File: src/rtl/mhs_src_ctrl.sv
// mhs_src_ctrl: buffers pushed words in a small FIFO and sends them one at a
// time as single-cycle strobes. After each strobe it waits for a completion
// pulse (or gives up after TIMEOUT_CYC cycles), then idles for GAP_CYC cycles
// before the next word may go out.
module mhs_src_ctrl #(
    parameter int DATA_WIDTH  = 16,
    parameter int FIFO_DEPTH  = 4,
    parameter int TIMEOUT_CYC = 255,
    parameter int GAP_CYC     = 2
) (
    input  logic                  clk,
    input  logic                  rstn,
    input  logic                  wr_en,
    input  logic [DATA_WIDTH-1:0] wr_data,
    output logic                  full,
    output logic                  empty,
    output logic                  vld_out,
    output logic [DATA_WIDTH-1:0] dout,
    input  logic                  rdy_in,
    output logic                  busy,
    input  logic                  err_clr,
    output logic                  err_timeout,
    output logic                  err_ovf,
    output logic [15:0]           tx_cnt
);

    localparam int AW = $clog2(FIFO_DEPTH);
    localparam int CW = AW + 1;
    localparam logic [CW-1:0] DEPTH_CNT = CW'(FIFO_DEPTH);
    localparam logic [15:0]   WAIT_LAST = 16'(TIMEOUT_CYC - 1);
    localparam logic [7:0]    GAP_LAST  = 8'(GAP_CYC - 1);

    typedef enum logic [1:0] {
        S_IDLE,
        S_SEND,
        S_WAIT,
        S_GAP
    } state_t;

    state_t                state_q, state_d;
    logic [DATA_WIDTH-1:0] mem [FIFO_DEPTH];
    logic [AW-1:0]         wr_ptr_q, rd_ptr_q;
    logic [CW-1:0]         count_q, count_d;
    logic                  full_q, empty_q;
    logic                  vld_q, busy_q;
    logic [DATA_WIDTH-1:0] dout_q;
    logic                  err_timeout_q, err_ovf_q;
    logic [15:0]           tx_cnt_q;
    logic [15:0]           wait_q, wait_d;
    logic [7:0]            gap_q, gap_d;
    logic                  push, pop, drop, tx_done, tx_abort;

    // A push is refused whenever the registered full flag is set, even if a pop frees a slot this cycle.
    assign push = wr_en & ~full_q;
    assign drop = wr_en & full_q;

    // Next-state logic of the transfer sequencer; the pop happens on the IDLE->SEND transition.
    always_comb begin
        state_d  = state_q;
        wait_d   = wait_q;
        gap_d    = gap_q;
        pop      = 1'b0;
        tx_done  = 1'b0;
        tx_abort = 1'b0;
        case (state_q)
            S_IDLE: begin
                if (!empty_q) begin
                    state_d = S_SEND;
                    pop     = 1'b1;
                end
            end
            S_SEND: begin
                state_d = S_WAIT;
                wait_d  = '0;
            end
            S_WAIT: begin
                if (rdy_in) begin
                    state_d = S_GAP;
                    tx_done = 1'b1;
                    gap_d   = '0;
                end else if (wait_q == WAIT_LAST) begin
                    state_d  = S_GAP;
                    tx_abort = 1'b1;
                    gap_d    = '0;
                end else begin
                    wait_d = wait_q + 16'd1;
                end
            end
            S_GAP: begin
                if (gap_q == GAP_LAST) begin
                    state_d = S_IDLE;
                end else begin
                    gap_d = gap_q + 8'd1;
                end
            end
            default: state_d = S_IDLE;
        endcase
    end

    // Occupancy after this cycle's push and pop, used to register full/empty.
    always_comb begin
        count_d = count_q;
        if (push && !pop) begin
            count_d = count_q + CW'(1);
        end else if (!push && pop) begin
            count_d = count_q - CW'(1);
        end
    end

    // FIFO storage needs no reset; the pointers decide what is valid.
    always_ff @(posedge clk) begin
        if (push) begin
            mem[wr_ptr_q] <= wr_data;
        end
    end

    // All control state and every output flag are registered here.
    always_ff @(posedge clk or negedge rstn) begin
        if (!rstn) begin
            state_q       <= S_IDLE;
            wr_ptr_q      <= '0;
            rd_ptr_q      <= '0;
            count_q       <= '0;
            full_q        <= 1'b0;
            empty_q       <= 1'b1;
            vld_q         <= 1'b0;
            busy_q        <= 1'b0;
            dout_q        <= '0;
            err_timeout_q <= 1'b0;
            err_ovf_q     <= 1'b0;
            tx_cnt_q      <= '0;
            wait_q        <= '0;
            gap_q         <= '0;
        end else begin
            state_q <= state_d;
            wait_q  <= wait_d;
            gap_q   <= gap_d;
            count_q <= count_d;
            full_q  <= (count_d == DEPTH_CNT);
            empty_q <= (count_d == '0);
            vld_q   <= (state_d == S_SEND);
            busy_q  <= (state_d != S_IDLE);
            if (push) begin
                wr_ptr_q <= wr_ptr_q + AW'(1);
            end
            if (pop) begin
                rd_ptr_q <= rd_ptr_q + AW'(1);
                dout_q   <= mem[rd_ptr_q];
            end
            if (tx_done) begin
                tx_cnt_q <= tx_cnt_q + 16'd1;
            end
            if (tx_abort) begin
                err_timeout_q <= 1'b1;
            end else if (err_clr) begin
                err_timeout_q <= 1'b0;
            end
            if (drop) begin
                err_ovf_q <= 1'b1;
            end else if (err_clr) begin
                err_ovf_q <= 1'b0;
            end
        end
    end

    assign full        = full_q;
    assign empty       = empty_q;
    assign vld_out     = vld_q;
    assign dout        = dout_q;
    assign busy        = busy_q;
    assign err_timeout = err_timeout_q;
    assign err_ovf     = err_ovf_q;
    assign tx_cnt      = tx_cnt_q;

endmodule
File: config.mk
export PLATFORM = sky130hd
export DESIGN_NAME = mhs_src_ctrl
export DESIGN_NICKNAME = d
export VERILOG_FILES = /design/src/rtl/mhs_src_ctrl.sv
export SDC_FILE = /design/constraint.sdc
export NUM_CORES = 1
export LEC_CHECK = 0
export ABC_AREA = 1
export CAP_MARGIN = 10
export CORE_ASPECT_RATIO = 0.8
export CORE_UTILIZATION = 62
export DETAILED_ROUTE_END_ITERATION = 12
export PLACE_DENSITY = 0.85
export SLEW_MARGIN = 0
export SYNTH_ARGS = -nofsm -noshare
export SYNTH_HDL_FRONTEND = slang
export SYNTH_SLANG_ARGS = --single-unit
File: constraint.sdc
create_clock -name clk -period 3.7 [get_ports clk]
set_input_delay 0.555 -clock clk [delete_from_list [all_inputs] [get_ports clk]]
set_output_delay 0.555 -clock clk [all_outputs]
set_load 0.02 [all_outputs]
Word level (Yosys, flattened, before mapping)
Memory sizes are Yosys's and may differ from the RTL's. A register that Yosys moved wholly into a read port is not among the register bits.
Index checks and enable logic that the tools add are counted.
{"block": "word_totals", "reg_bits": 55, "ramBits": 64, "inputBits": 21, "word_cells": 75, "memories": 1}
{"memory": "mem", "depth": 4, "word_bits": 16, "rd": 1, "rd_clocked_by_memory_dff": 1, "write_ports": 1, "line": "41", "rtl": "logic [DATA_WIDTH-1:0] mem [FIFO_DEPTH];"}
{"block": "classes", "n_addsub": 7, "n_eq_ne": 11, "muxes": 26, "bitwise": 3, "reduce_logical": 14}
{"op": "adder 16 x 1 -> 16 bit, second input constant", "count": 2}
{"op": "2-to-1 mux 16 bit", "count": 2}
{"op": "case mux 16 bit (2 select lines)", "count": 1}
{"op": "2-to-1 mux 8 bit", "count": 3}
{"op": "== test 16 x 8 -> 1 bit, second input constant", "count": 1}
{"op": "case mux 8 bit (2 select lines)", "count": 1}
{"op": "2-to-1 mux 1 bit", "count": 12}
{"op": "nonzero test 2 bit", "count": 5}
{"op": "adder 8 x 1 -> 8 bit, second input constant", "count": 1}
{"op": "== test 8 x 1 -> 1 bit, second input constant", "count": 1}
{"op": "2-to-1 mux 2 bit", "count": 4}
{"op": "case mux 2 bit (4 select lines)", "count": 1}
{"op": "2-to-1 mux 3 bit", "count": 2}
{"op": "inequality test 2 bit, second input constant", "count": 3}
{"op": "AND reduction 3 bit", "count": 2}
{"op": "adder 2 x 1 -> 2 bit, second input constant", "count": 2}
{"op": "== test 2 x 1 -> 1 bit, second input constant", "count": 2}
{"op": "== test 2 bit, second input constant", "count": 2}
{"op": "adder 3 x 1 -> 3 bit, second input constant", "count": 1}
{"op": "== test 3 bit, second input constant", "count": 1}
{"op": "logical NOT 1 bit", "count": 3}
{"op": "logical NOT 3 bit", "count": 1}
{"op": "inequality test 3 bit, second input constant", "count": 1}
{"op": "subtractor 3 x 1 -> 3 bit, second input constant", "count": 1}
{"op": "other kinds (4)", "count": 6}

Logic depth before layout (Yosys ltp)
{"block": "logic_depth", "ltp_word": 7, "mapped_depth": 10, "ltp_nobuf": 10}

Least setup slack after synthesis
Ideal clock, no wire load.
{"block": "synth_path", "path_type": "input-to-reg", "from": "input wr_en", "to": "memory mem[0][0] (enable)", "setup_time_ns": 0.389, "arrival_time_ns": 1.604, "t_required_ns": 3.311, "setup_slack_ns": 1.707, "path_stages": 4, "n_path_buf": 0, "path_cell_list": "inv_1 -> nor2_2 -> inv_1 -> nor2_1"}
{"block": "synth_between", "elab_chain_cells": 3}
{"item": "from (decl)", "line": "13", "rtl": "input logic wr_en,"}
{"item": "bitwise AND 1 bit", "line": "54", "rtl": "assign push = wr_en & ~full_q;"}
{"item": "2-to-1 mux 1 bit", "line": "112", "rtl": "if (push) begin"}
{"item": "2-to-1 mux 1 bit (implied by the code)", "line": "113", "rtl": "mem[wr_ptr_q] <= wr_data;"}
{"item": "to (decl)", "line": "41"}
Every way passes these cells.

Worst setup path in the final report
{"block": "layout_path", "from": "register tx_cnt_q[4], in the netlist tx_cnt[4]", "to": "output tx_cnt[4]"}
{"item": "from (decl)", "line": "48", "rtl": "logic [15:0] tx_cnt_q;"}
{"item": "from (signal assigned)", "line": "151", "rtl": "tx_cnt_q <= tx_cnt_q + 16'd1;"}
{"item": "to (decl)", "line": "24", "rtl": "output logic [15:0] tx_cnt"}
No word-level cell between the ends.

==> flow_summary_export.csv <==
group,metric,value,unit
outcome,status,"finished clean",
logic_synthesis,ys_seq_elements,135,
logic_synthesis,synth.avg_cell_area,9.627,sq um
place,place_hpwl,8457,microns
sta,slew_violations,0,
cells_and_area,multiInputGateArea,2220,sq um
cells_and_area,areaGrowthSynthToFinish,21.06,%
clocking,cts_buffers,17,
pwr,p_leak,3.173,nW
clocking,root_buffer,"clkbuf_16",
place,dp_slack,1.524,ns
cells_and_area,final_nets,744,
sta,fmax,0.4736,GHz
critical_path,worstSetupPathType,"reg -> out",
die,ios,59,
critical_path,path_cells,"clkdlybuf4s50_1",
clocking,insertion_delay,0.41,ns
logic_synthesis,ys_seq_area_frac,0.5958,
die,fp-row-count,32,
logic_synthesis,synth_top_cell_by_area,"edfxtp_1",
clocking,cts_hold_buf,0,
critical_path,path_max_fanout,6,
logic_synthesis,yosys-top-cells-area,"edfxtp_1 (31%), dfrtp_1 (28%), nor2_1 (7.7%)",
routing,wl_per_cell,15.37,microns
die,die_w,113.9,microns
clocking,cts_tree,"built",
sta,timing.final.ws_setup,1.588,ns
cells_and_area,nFillCells,624,
cells_and_area,layout-drive-gt1-share,0.1159,
clocking,post_cts.repair.setup_buffers,0,
clocking,clk_pin_slew,0.06,ns
logic_synthesis,synth_nets,677,
sta,max_slew_margin,0.3921,
critical_path,crit_family,"buffers and inverters",
logic_synthesis,syn_inst,645,
die,core_area,9689,sq um
clocking,cts_resized,0,
logic_synthesis,ys_types,34,
sta,fin_crit_sh,0.5707,
cells_and_area,regArea,3700,sq um
routing,vias_per_cell,5.430,
pwr,power.total,5.921,mW
sta,fin_skew,0.008146,ns
die,initial_utilization,0.6409,
place,place_congestion,0.8885,
routing,dr_total_vias,4675,
min_path,hp-class,"in -> async",
sta,hold_slack,0.2669,ns
clocking,clock_path_buffers,2,
job,maxCapViolCount,0,
sta,setup_tns,0,ns
sta,rsz0062_at_grt,"no",
critical_path,cp.buffers_inverters,1,
routing,drt-total-wl,13230,microns
die,fp.dieArea,10420,sq um
grt,first_global_vias,4698,
clocking,cts_max_level,4,
sta,finalCriticalPeriod,2.112,ns
critical_path,critPathCaptureType,"primary output",
routing,drt_iter0_markers,327,
critical_path,crit_path_start_kind,"register",
cells_and_area,num_antenna_cells,0,
critical_path,cp_slowest_cell,"clkdlybuf4s50_1",
routing,ant_nets,0,
critical_path,critPathMaxStageDelay,0.66,ns
place,io_buffer_count,58,
logic_synthesis,syn_area,6210,sq um
grt,grt_pass1_wl,22310,microns
grt,grt-ovfl-total,0,
clocking,cts_sinks,135,
die,fp.dieH,91.51,microns
grt,grt_max_degree,72,
critical_path,required,3.14,ns
routing,drc,0,
routing,first_pass_iters,4,
sta,worst_pin_slew,0.9118,ns
pwr,ir_drop,0.6544,mV
grt,grt_usage,0.2826,
cells_and_area,final_area,7517,sq um
logic_synthesis,yosysWarnings,0,
sta,finalHoldViolations,0,
logic_synthesis,yosysTopAreaCellShare,0.3095,
critical_path,arrival,1.56,ns
grt,antenna_found_initial,0,
pwr,powerDensity,787.7,nW/um^2
place,dpl_cell_area,6915,sq um
sta,setup_viol,0,
synthesized netlist by cell type, drive strengths merged:
library cell,n
o21bai,1
a21boi,1
a21oi,2
nand3,37
nand4,12
a31oi,16
or2,4
nor3,8
dfstp,1
nand2,132
nand3b,3
nor3b,1
ha,11
o21ai,52
dfrtp,70
a31o,1
nor2,138
xor2,18
buf,9
inv,56
edfxtp,64
xnor2,2
clkbuf,6
placed cells by master, fill, tap and decap left out, types with 4 or more instances in the layout:
cell	Yosys	final
a31oi_1	16	16
buf_4	0	6
clkbuf_16	0	17
clkdlybuf4s50_1	0	57
dfrtp_1	70	70
edfxtp_1	64	64
ha_1	11	11
inv_1	52	52
inv_2	4	4
inv_6	0	5
nand2_1	115	115
nand2_2	16	16
nand3_1	36	36
nand4_1	11	11
nor2_1	128	128
nor2_2	7	7
nor3_1	8	8
o21ai_0	38	38
o21ai_1	5	5
o21ai_2	9	9
or2_2	4	4
xor2_1	18	18
worst paths after layout:
kind                            start  depth (start not counted)          to  slack (ns)
max                         tx_cnt[4]                          1   tx_cnt[4]        1.59
min                              rstn                          1  wait_q[13]        0.27
max reg2reg                state_q[1]                          8        full        1.65
min reg2reg                 tx_cnt[6]                          1   tx_cnt[6]        0.50
max in group asynchronous        rstn                          1   tx_cnt[6]        2.84
min in group clk            tx_cnt[6]                          1   tx_cnt[6]        0.50
report_power, final:
group	total [mW]	leakage, nW	switching, mW	internal [mW]
clock network	1.71	0.295	0.644	1.07
logic	1.94	1.40	1.25	0.691
registers	2.27	1.48	0.292	1.97
total	5.92	3.17	2.19	3.73
through the flow:
step,utilization,cells
floorplan,-,645
global placement,0.7137,829
detailed placement,0.7137,829
CTS,0.7758,861
global route,0.7758,861
finish,0.7758,861
cells by family after synthesis:
| logic type | Yosys count | share of synthesized area |
|---|---|---|
| adder cells (fa/ha/maj) | 11 | 0.02216 |
| flip-flops | 135 | 0.5958 |
| XOR/XNOR | 20 | 0.02821 |
| AO/OA/AOI/OAI | 73 | 0.07072 |
| buffers and inverters | 71 | 0.04674 |
| AND/OR/NAND/NOR | 335 | 0.2363 |
area by class of cell:
type,instances,share of cell area
multi-input cells,439,0.2953
clock inverters,13,0.02247
inverters,56,0.02796
well taps,136,0.02264
flip-flops and latches,135,0.4922
repair buffers,63,0.08189
clock buffers,19,0.05759
per-layer routing:
metal | vias to the layer above | wire [microns] | track usage
met3 | 37 | 774 | 0.07543
met2 | 160 | 6624 | 0.4654
met5 | - | 0 | 0
met4 | 0 | 391 | 0.1342
met1 | 2213 | 5441 | 0.3478
li1 | 2265 | - | -
sequential cells by signal, summed over array words and instances, names as in the netlist:
signal,count
busy,1
count_q,3
dout,16
empty,1
err_ovf,1
err_timeout,1
full,1
gap_q,8
mem,64
rd_ptr_q,2
state_q,2
tx_cnt,16
vld_out,1
wait_q,16
wr_ptr_q,2
Note: power is estimated with default switching activity, not from simulation.
